--- config.mk ---
export PLATFORM = sky130hd
export DESIGN_NAME = alu_arbiter_flat
export DESIGN_NICKNAME = d
export VERILOG_FILES = /design/src/rtl/alu_pkg.sv /design/src/rtl/alu_arbiter_if.sv /design/src/rtl/alu_arbiter.sv /design/src/flat_wrapper.sv
export SDC_FILE = /design/constraint.sdc
export NUM_CORES = 1
export LEC_CHECK = 0
export CORE_AREA = 5 5 106 108
export DETAILED_ROUTE_END_ITERATION = 16
export DIE_AREA = 0 0 111 113
export DONT_BUFFER_PORTS = 1
export PLACE_DENSITY = 0.32
export SYNTH_ARGS = -nofsm -noshare
export SYNTH_HDL_FRONTEND = slang
export SYNTH_SLANG_ARGS = --single-unit
--- constraint.sdc ---
create_clock -name clk -period 1.9 [get_ports clk]
set_input_delay 0.285 -clock clk [delete_from_list [all_inputs] [get_ports clk]]
set_output_delay 0.285 -clock clk [all_outputs]
set_load 0.02 [all_outputs]
--- src/rtl/alu_pkg.sv ---
// Shared ALU op codes, port ids and widths for the ALU arbiter slice.
package alu_pkg;

    localparam int ALU_OP_W = 3;

    typedef enum logic [ALU_OP_W-1:0] {
        ALU_AND = 3'b000,
        ALU_OR  = 3'b001,
        ALU_ADD = 3'b010,
        ALU_SUB = 3'b110,
        ALU_SLT = 3'b111
    } alu_op_e;

    localparam logic PORT_EX  = 1'b0;
    localparam logic PORT_AUX = 1'b1;

endpackage

--- src/rtl/alu_arbiter_if.sv ---
// Two requester ports, the shared-ALU drive/return, and the tagged response.
interface alu_arbiter_if #(
    parameter int WIDTH = 32
);
    import alu_pkg::*;

    logic                req0;
    logic [WIDTH-1:0]    a0;
    logic [WIDTH-1:0]    b0;
    logic [ALU_OP_W-1:0] op0;
    logic                gnt0;

    logic                req1;
    logic [WIDTH-1:0]    a1;
    logic [WIDTH-1:0]    b1;
    logic [ALU_OP_W-1:0] op1;
    logic                gnt1;

    logic [WIDTH-1:0]    alu_a;
    logic [WIDTH-1:0]    alu_b;
    logic [ALU_OP_W-1:0] alu_op;
    logic [WIDTH-1:0]    alu_result;
    logic                alu_zero;
    logic                alu_overflow;
    logic                alu_set;

    logic                rsp_valid;
    logic                rsp_id;
    logic [WIDTH-1:0]    rsp_result;
    logic                rsp_zero;
    logic                rsp_overflow;
    logic                rsp_set;

    modport master (
        output req0, a0, b0, op0, req1, a1, b1, op1,
        output alu_result, alu_zero, alu_overflow, alu_set,
        input  gnt0, gnt1, alu_a, alu_b, alu_op,
        input  rsp_valid, rsp_id, rsp_result, rsp_zero, rsp_overflow, rsp_set
    );

    modport slave (
        input  req0, a0, b0, op0, req1, a1, b1, op1,
        input  alu_result, alu_zero, alu_overflow, alu_set,
        output gnt0, gnt1, alu_a, alu_b, alu_op,
        output rsp_valid, rsp_id, rsp_result, rsp_zero, rsp_overflow, rsp_set
    );

endinterface

--- src/rtl/alu_arbiter.sv ---
// Two-port arbiter for one shared ALU: port 0 priority, port 1 forced after STARVE_LIMIT denials.
// Grant is combinational, tagged response registered 1 cycle later; no response backpressure.
module alu_arbiter
    import alu_pkg::*;
#(
    parameter int WIDTH        = 32,
    parameter int STARVE_LIMIT = 4,
    parameter int CNT_W        = 4
) (
    input logic          clk,
    input logic          rst,
    alu_arbiter_if.slave bus
);

    logic [CNT_W-1:0]    starve_cnt;
    logic                force1;
    logic                gnt0;
    logic                gnt1;
    logic [WIDTH-1:0]    alu_a;
    logic [WIDTH-1:0]    alu_b;
    logic [ALU_OP_W-1:0] alu_op;

    logic                rsp_valid;
    logic                rsp_id;
    logic [WIDTH-1:0]    rsp_result;
    logic                rsp_zero;
    logic                rsp_overflow;
    logic                rsp_set;

    assign force1 = (starve_cnt == CNT_W'(STARVE_LIMIT));

    // Reset gates the grants so nothing issued during reset can produce a response.
    assign gnt1 = ~rst & bus.req1 & (~bus.req0 | force1);
    assign gnt0 = ~rst & bus.req0 & ~gnt1;

    always_comb begin
        alu_a  = '0;
        alu_b  = '0;
        alu_op = ALU_AND;
        if (gnt0) begin
            alu_a  = bus.a0;
            alu_b  = bus.b0;
            alu_op = bus.op0;
        end else if (gnt1) begin
            alu_a  = bus.a1;
            alu_b  = bus.b1;
            alu_op = bus.op1;
        end
    end

    always_ff @(posedge clk) begin
        if (rst) begin
            rsp_valid    <= 1'b0;
            rsp_id       <= PORT_EX;
            rsp_result   <= '0;
            rsp_zero     <= 1'b0;
            rsp_overflow <= 1'b0;
            rsp_set      <= 1'b0;
            starve_cnt   <= '0;
        end else begin
            rsp_valid <= gnt0 | gnt1;
            if (gnt0 | gnt1) begin
                rsp_id       <= gnt1 ? PORT_AUX : PORT_EX;
                rsp_result   <= bus.alu_result;
                rsp_zero     <= bus.alu_zero;
                rsp_overflow <= bus.alu_overflow;
                rsp_set      <= bus.alu_set;
            end
            // Counts only while port 1 is actively being refused; a withdrawal restarts it.
            if (gnt1 || !bus.req1) begin
                starve_cnt <= '0;
            end else if (!force1) begin
                starve_cnt <= starve_cnt + 1'b1;
            end
        end
    end

    assign bus.gnt0         = gnt0;
    assign bus.gnt1         = gnt1;
    assign bus.alu_a        = alu_a;
    assign bus.alu_b        = alu_b;
    assign bus.alu_op       = alu_op;
    assign bus.rsp_valid    = rsp_valid;
    assign bus.rsp_id       = rsp_id;
    assign bus.rsp_result   = rsp_result;
    assign bus.rsp_zero     = rsp_zero;
    assign bus.rsp_overflow = rsp_overflow;
    assign bus.rsp_set      = rsp_set;

endmodule

--- src/flat_wrapper.sv ---
// flat-port wrapper written by rule: the top's interface ports become plain ports
module alu_arbiter_flat import alu_pkg::*;
#(
    parameter int WIDTH        = 32,
    parameter int STARVE_LIMIT = 4,
    parameter int CNT_W        = 4
)
  (clk, rst, bus_req0, bus_a0, bus_b0, bus_op0, bus_req1, bus_a1, bus_b1, bus_op1, bus_alu_result, bus_alu_zero, bus_alu_overflow, bus_alu_set, bus_gnt0, bus_gnt1, bus_alu_a, bus_alu_b, bus_alu_op, bus_rsp_valid, bus_rsp_id, bus_rsp_result, bus_rsp_zero, bus_rsp_overflow, bus_rsp_set);
  alu_arbiter_if #(.WIDTH(WIDTH)) bus_i ();
  input logic clk;
  input logic rst;
  input wire logic [$bits(bus_i.req0)-1:0] bus_req0;
  input wire logic [$bits(bus_i.a0)-1:0] bus_a0;
  input wire logic [$bits(bus_i.b0)-1:0] bus_b0;
  input wire logic [$bits(bus_i.op0)-1:0] bus_op0;
  input wire logic [$bits(bus_i.req1)-1:0] bus_req1;
  input wire logic [$bits(bus_i.a1)-1:0] bus_a1;
  input wire logic [$bits(bus_i.b1)-1:0] bus_b1;
  input wire logic [$bits(bus_i.op1)-1:0] bus_op1;
  input wire logic [$bits(bus_i.alu_result)-1:0] bus_alu_result;
  input wire logic [$bits(bus_i.alu_zero)-1:0] bus_alu_zero;
  input wire logic [$bits(bus_i.alu_overflow)-1:0] bus_alu_overflow;
  input wire logic [$bits(bus_i.alu_set)-1:0] bus_alu_set;
  output wire logic [$bits(bus_i.gnt0)-1:0] bus_gnt0;
  output wire logic [$bits(bus_i.gnt1)-1:0] bus_gnt1;
  output wire logic [$bits(bus_i.alu_a)-1:0] bus_alu_a;
  output wire logic [$bits(bus_i.alu_b)-1:0] bus_alu_b;
  output wire logic [$bits(bus_i.alu_op)-1:0] bus_alu_op;
  output wire logic [$bits(bus_i.rsp_valid)-1:0] bus_rsp_valid;
  output wire logic [$bits(bus_i.rsp_id)-1:0] bus_rsp_id;
  output wire logic [$bits(bus_i.rsp_result)-1:0] bus_rsp_result;
  output wire logic [$bits(bus_i.rsp_zero)-1:0] bus_rsp_zero;
  output wire logic [$bits(bus_i.rsp_overflow)-1:0] bus_rsp_overflow;
  output wire logic [$bits(bus_i.rsp_set)-1:0] bus_rsp_set;
  assign bus_i.req0 = bus_req0;
  assign bus_i.a0 = bus_a0;
  assign bus_i.b0 = bus_b0;
  assign bus_i.op0 = bus_op0;
  assign bus_i.req1 = bus_req1;
  assign bus_i.a1 = bus_a1;
  assign bus_i.b1 = bus_b1;
  assign bus_i.op1 = bus_op1;
  assign bus_i.alu_result = bus_alu_result;
  assign bus_i.alu_zero = bus_alu_zero;
  assign bus_i.alu_overflow = bus_alu_overflow;
  assign bus_i.alu_set = bus_alu_set;
  assign bus_gnt0 = bus_i.gnt0;
  assign bus_gnt1 = bus_i.gnt1;
  assign bus_alu_a = bus_i.alu_a;
  assign bus_alu_b = bus_i.alu_b;
  assign bus_alu_op = bus_i.alu_op;
  assign bus_rsp_valid = bus_i.rsp_valid;
  assign bus_rsp_id = bus_i.rsp_id;
  assign bus_rsp_result = bus_i.rsp_result;
  assign bus_rsp_zero = bus_i.rsp_zero;
  assign bus_rsp_overflow = bus_i.rsp_overflow;
  assign bus_rsp_set = bus_i.rsp_set;
  alu_arbiter #(.WIDTH(WIDTH), .STARVE_LIMIT(STARVE_LIMIT), .CNT_W(CNT_W)) u_core (.clk(clk), .rst(rst), .bus(bus_i));
endmodule
==> key figures, run 1 <==
Critical path
  • Top delay family on crit path: compound AO/OA/AOI/OAI gates
  • Crit path largest cell delay: 0.33 ns
  • Critical path fanouts, max: 16
  • Crit Path Category: reg -> out
  • Crit path DAT: 1.76 ns
  • Startpoint types: flop
  • CP bufs+invs: 3
  • Cell Chain, Critical Path: inv_2, ha_4, nand3b_4, o211a_4, buf_8, a22o_1, buf_12
  • Crit Reg-Reg Startpoint: u_core.starve_cnt[1]
  • Critical path endpoint category: primary output
  • CP required: approximately 1.6 ns
  • CP max-delay cell: dfxtp_2
  • Critical Path Source: u_core.starve_cnt[0]

Floorplanning
  • Die height: 113 um
  • Chip width: 111 um
  • Rows: 37
  • Initial Util: between 20% and 30%
  • Core area: 0.0101 mm2
  • Die area: 0.0125 mm2
  • IO Count: 279

Cells and area
  • Cell area after layout: between 0.003 and 0.004 mm2
  • Nets@finish: 443
  • Area grow syn2layout: 50.8%
  • Util after Layout: 32.0%
  • Layout cells sized above 1: 40.9%
  • Layout Cells excl Fill: between 400 and 500

Synth
  • Yosys Warn Count: 0
  • Syn Std Cell Area: about 0.0022 mm2
  • Synth cell types: 21
  • Mux cell area share after synthesis: 0%
  • Adder-cell area share of the yosys netlist: 1.16%
  • Cell count after synthesis: 260
  • Seq cells post-synth: 41
  • Syn Nets: ~440
  • Syn_area_per_cell: 8.29 um2
  • Post-Synth Simple-Gate Area: roughly 15%
  • Post-synthesis xor/xnor area fraction: 0.813%
  • Synth Area in Compound Gates: about 37%
  • Post-synthesis sequential area ratio: 38.1%
  • Largest family of logic cells by synthesized area: compound AO/OA/AOI/OAI gates

Timing
  • Fin worst setup slack: -0.145 ns
  • Max Freq: 0.489 GHz
  • Post-layout minimum cycle time: 2.04 ns
  • Hold Slack: 0.0644 ns
  • Setup-failing EPs final: 67
  • Unrepaired setup endpoints after global routing: yes
  • Worst slew pin tran: 0.499 ns
  • Pins Over Slew Limit: 0
  • Final Hold Violating Endpoints: 0
  • Setup TNS: -5.85 ns
  • Max-slew headroom: approximately two thirds
  • Final period util: 108%
  • Clk_skew: 0.000829 ns

Detailed routing
  • DRT antenna net count: 0
  • Initial DRC count: ~120
  • Routed WL per cell: 26.3 um
  • Avg Vias per Cell: 5.17
  • WL final: 10.7 mm
  • DRT Pass-1 Iters: 4
  • # DRC: 0
  • Total number of vias: 2,103

CTS
  • Max Buffers Root-to-Sink: 2
  • Htree depth: 2
  • Root Driver: clkbuf_8
  • CTS tree: done
  • Clk slew on worst S/H paths: about 0.08 ns
  • Number of clock sinks: 41
  • CTS buffer count: 5
  • Worst-Skew Late Latency: 0.28 ns

Run status
  • Failing checks: setup timing
  • Status: complete, but fails checks

Place
  • Post-Place Cells: 383
  • Final RePlAce weighted congestion: about 0.76
  • Port Buf Inserts: 0
  • Detailed Place HPWL: 7.32 mm
  • Post-Place Worst Slack: 0.0543 ns
  • Placed inst area: 0.00235 mm2

Worst hold path
  • Hold path start: rst
  • Hold Crit Class: in -> reg

Pwr
  • Tot Pwr: roughly 2.2 mW
  • Power Dens Cells: 672 mW/mm2
  • Peak supply drop: 0.000409 V
  • Leakage power: 1.35 nW

Global route
  • GR Overflow Total: 0
  • GRT Util Overall: 15.6%
  • Vias in the first global route: 2,136
  • Largest net degree at the start of global routing: 39
  • Initial antenna violation count: 0
  • First-pass GRT wire length: 15.1 mm

Job
  • Max_cap viols: 0
==> flip-flops by register name, indices dropped and copies added (netlist names) <==
name                     count
u_core.bus.rsp_set           1
u_core.bus.rsp_valid         1
u_core.bus.rsp_zero          1
u_core.bus.rsp_overflow      1
u_core.bus.rsp_result       32
u_core.bus.rsp_id            1
u_core.starve_cnt            4
==> power by group <==
part | switching (mW) | internal (mW)
combinational | 0.298 | 0.258
clock | 0.302 | 0.335
sequential | 0.0856 | 0.904
total | 0.686 | 1.50
==> cells in the mapped netlist <==
| cell type | count | area, um2 |
|---|---|---|
| nand3b_4 | 1 | 20.0 |
| buf_6 | 3 | 33.8 |
| nand2b_1 | 1 | 6.26 |
| a21oi_1 | 35 | 175 |
| inv_1 | 5 | 18.8 |
| a31o_2 | 1 | 8.76 |
| o21bai_1 | 1 | 7.51 |
| xor2_1 | 1 | 8.76 |
| nand3_1 | 1 | 5.00 |
| a21oi_2 | 1 | 8.76 |
| clkbuf_1 | 5 | 18.8 |
| buf_2 | 11 | 55.1 |
| ha_1 | 2 | 25.0 |
| clkinv_2 | 1 | 5.00 |
| o211a_1 | 1 | 10.0 |
| nand2_1 | 71 | 267 |
| dfxtp_1 | 41 | 821 |
| nor3_1 | 4 | 20.0 |
| a22o_1 | 67 | 587 |
| xnor2_1 | 1 | 8.76 |
| buf_4 | 6 | 45.0 |
==> cell usage in the layout, fill, tap and decap left out, types with 3 or more instances in the layout <==
| master | n |
|---|---|
| nand2_1 | 71 |
| a22o_4 | 52 |
| dfxtp_1 | 39 |
| a21oi_1 | 35 |
| a22o_2 | 13 |
| buf_12 | 9 |
| clkbuf_8 | 7 |
| buf_4 | 6 |
| nor3_1 | 4 |
| buf_16 | 4 |
| inv_1 | 3 |
| buf_8 | 3 |
==> per-layer routing <==
metal  global-route usage (%)  up-vias  routed length (um)
li1                         -      961                   -
met1                     19.9      989                4240
met2                     24.7      142                5120
met3                     6.42       11                1170
met4                     3.78        0                 184
met5                        0        -                   0
==> timing repair <==
action | CTS | global route
endpoints found under the hold margin | 0 | 0
hold buffers | 0 | 0
setup endpoints to repair | 67 | 67
pin swaps | 1 | 19
cloned | 7 | 1
gates resized for setup | 107 | 6
setup buffers | 6 | 2
==> area by class of cell <==
type | count | area, um2
Clock inverter | 1 | 8.76
Timing Repair Buffer | 26 | 460
Fill cell | 1035 | 6890
Inverter | 6 | 23.8
Tap cell | 136 | 170
Multi-Input combinational cell | 188 | 1660
Clock buffer | 7 | 96.3
Antenna cell | 2 | 5.00
Sequential cell | 41 | 823
==> worst paths after layout <==
path                           to  slack, ns  depth (start not counted)
max reg2reg     u_core.bus.rsp_id       0.60                          7
min           u_core.bus.rsp_zero       0.06                          1
max                 bus_alu_a[28]      -0.14                          7
min reg2reg  u_core.starve_cnt[0]       0.53                          2
==> kinds of logic (layout without fill, tap and decap cells) <==
family / after synthesis / count (layout)
AO/OA/AOI/OAI: 106 / 106
buffers and inverters: 31 / 40
other: 0 / 2
AND/OR/NAND/NOR: 78 / 78
XOR/XNOR: 2 / 2
flip-flops: 41 / 41
adder cells (fa/ha/maj): 2 / 2
Power figures use the tool's default switching activity.
==> run 2: changes to the inputs <==
SETUP_SLACK_MARGIN = 0.2   (was not set)
==> key figures, run 2 (synthesized netlist as in run 1, its figures left out) <==
CTS
  • Htree depth: 2
  • Clk slew on worst S/H paths: 0.08 ns
  • Worst-Skew Late Latency: 0.28 ns
  • Number of clock sinks: 41
  • Root Driver: clkbuf_8
  • CTS buffer count: 5
  • CTS tree: done
  • Hold_buf cts: 0
  • Max Buffers Root-to-Sink: 2

Critical path
  • Critical path endpoint category: primary output
  • Critical path fanouts, max: 16
  • Reg2reg path depth: 7
  • Startpoint types: flop
  • Crit Reg-Reg Endpoint: u_core.bus.rsp_id
  • Top delay family on crit path: compound AO/OA/AOI/OAI gates
  • Most frequent CP cell: buf_12
  • Crit path largest cell delay: 0.33 ns
  • Crit Path Category: reg -> out
  • CP required: 1.62 ns
  • Cell Chain, Critical Path: inv_2, ha_4, nand3b_4, o211a_4, buf_12, a22o_1, buf_12
  • CP bufs+invs: 3
  • Crit Reg-Reg Startpoint: u_core.starve_cnt[1]
  • Crit path DAT: ~1.8 ns
  • Reg2Reg Setup Slack: 0.59 ns
  • CP max-delay cell: dfxtp_2

Worst hold path
  • Hold Crit Class: in -> reg
  • Min-Delay Endpoint: u_core.bus.rsp_zero
  • Worst hold stages: 1
  • Hold path start: rst

Detailed routing
  • WL final: roughly 11 mm
  • Routed WL per cell: 26.6 um
  • Avg Vias per Cell: approximately 5.2
  • # DRC: 0
  • Total number of vias: approximately 2,100
  • DRT Pass-1 Iters: 4
  • DRT antenna net count: 0
  • Initial DRC count: 130

Place
  • Detailed Place HPWL: 7.32 mm
  • Final RePlAce weighted congestion: 0.762
  • Placed inst area: around 0.0023 mm2
  • Port Buf Inserts: 0
  • Post-Place Worst Slack: roughly 0.054 ns

Timing
  • Final period util: 108%
  • Clk_skew: 0.000827 ns
  • Post-layout minimum cycle time: 2.06 ns
  • Max-slew headroom: 66.9%
  • Worst slew pin tran: 0.495 ns
  • Max Freq: 0.485 GHz
  • Setup-failing EPs final: 67
  • Pins Over Slew Limit: 0
  • Hold Slack: around 0.064 ns
  • Setup TNS: -6.95 ns
  • Fin worst setup slack: -0.161 ns
  • Final Hold Violating Endpoints: 0
  • Unrepaired setup endpoints after global routing: yes

Cells and area
  • Commonest non-fill, non-tap cell in the layout: nand2_1
  • Cell area after layout: 0.00344 mm2
  • Biggest regs: u_core.bus.rsp_result: 32 flops, u_core.starve_cnt: 4 flops
  • Top reg by flops: u_core.bus.rsp_result
  • N_diodes: 0
  • Nets@finish: 447
  • Layout cells sized above 1: around two fifths
  • Number of fill cells in the layout: 1,008
  • Area grow syn2layout: 59.5%
  • Most frequent cells in the layout: 71 x nand2_1, 62 x a22o_4, 39 x dfxtp_1
  • Max FFs per register: 32

Pwr
  • Leakage power: 1.45 nW
  • Power Dens Cells: 647 mW/mm2
  • Peak supply drop: approximately 0.0004 V

Global route
  • GRT Util Overall: 15.6%
  • Largest net degree at the start of global routing: 39
  • Initial antenna violation count: 0
  • Vias in the first global route: 2,137
  • First-pass GRT wire length: about 15 mm
  • GR Overflow Total: 0

Floorplanning
  • Initial Util: 21.3%
  • Die area: 0.0125 mm2
  • Chip width: 111 um
  • Rows: 37
  • IO Count: 279
  • Die height: about 110 um
  • Core area: just over 0.01 mm2

Run status
  • Status: complete, but fails checks
  • Failing checks: setup timing

Job
  • Max_cap viols: 0
run 2: cell count changes in the layout (fill, tap and decap cells not counted), sizes merged:
| cell | delta |
|---|---|
| buf | +2 |
| clkbuf | +2 |
| diode | -2 |
run 2: where the power goes:
| group | internal (mW) | switching, mW |
|---|---|---|
| Clock | 0.335 | 0.302 |
| Sequential | 0.904 | 0.0856 |
| Combinational | 0.289 | 0.307 |
| Total | 1.53 | 0.695 |
run 2: worst max path at each step:
stage / startpoint / endpoint / slack [ns] / depth (start not counted)
finish: u_core.starve_cnt[0] / bus_alu_a[28] / -0.16 / 7
global route: u_core.starve_cnt[0] / bus_alu_a[28] / -0.22 / 7
CTS: u_core.starve_cnt[0] / bus_alu_a[3] / -0.18 / 7
detailed placement: u_core.starve_cnt[0] / bus_alu_a[31] / 0.05 / 6
global placement: u_core.starve_cnt[0] / bus_alu_a[31] / 0.08 / 6
floorplan: u_core.starve_cnt[0] / bus_alu_a[0] / 0.16 / 6
run 2: area by class of cell:
class                   instances  area [um2]  area share [%]
clock buffers                   7        96.3            2.80
multi-input cells             188        1740            50.5
clock inverters                 1        8.76           0.255
repair buffers                 30         579            16.9
inverters                       6        23.8           0.692
flip-flops and latches         41         823            24.0
well taps                     136         170            4.95
run 2: metrics by stage:
step,util [%],cells,power (mW)
after floorplan,-,260,1.33
after global placement,23.2,383,1.40
after detailed placement,23.2,383,1.40
after CTS,31.7,404,2.23
after global routing,33.9,409,2.35
final,33.9,409,2.22
run 2: per-layer routing:
layer	global-route usage, %	wire, um
met5	0	0
met4	3.78	148
met3	6.42	1190
met2	24.7	5310
met1	19.9	4250
run 2: timing repair:
action | 4_1_cts | 5_1_grt
resized for setup | 107 | 19
setup buffers | 6 | 2
endpoints found under the setup margin | 69 | 69
cloned | 7 | 3
pin swaps | 1 | 11
run 2: worst register-to-register path: cells and delay by family, from the launching register on:
family,cells,cell delay [ns]
simple gates,1,0.10
fa+ha+maj,1,0.15
buf+inv,3,0.34
compound gates,2,0.28
flops,1,0.34
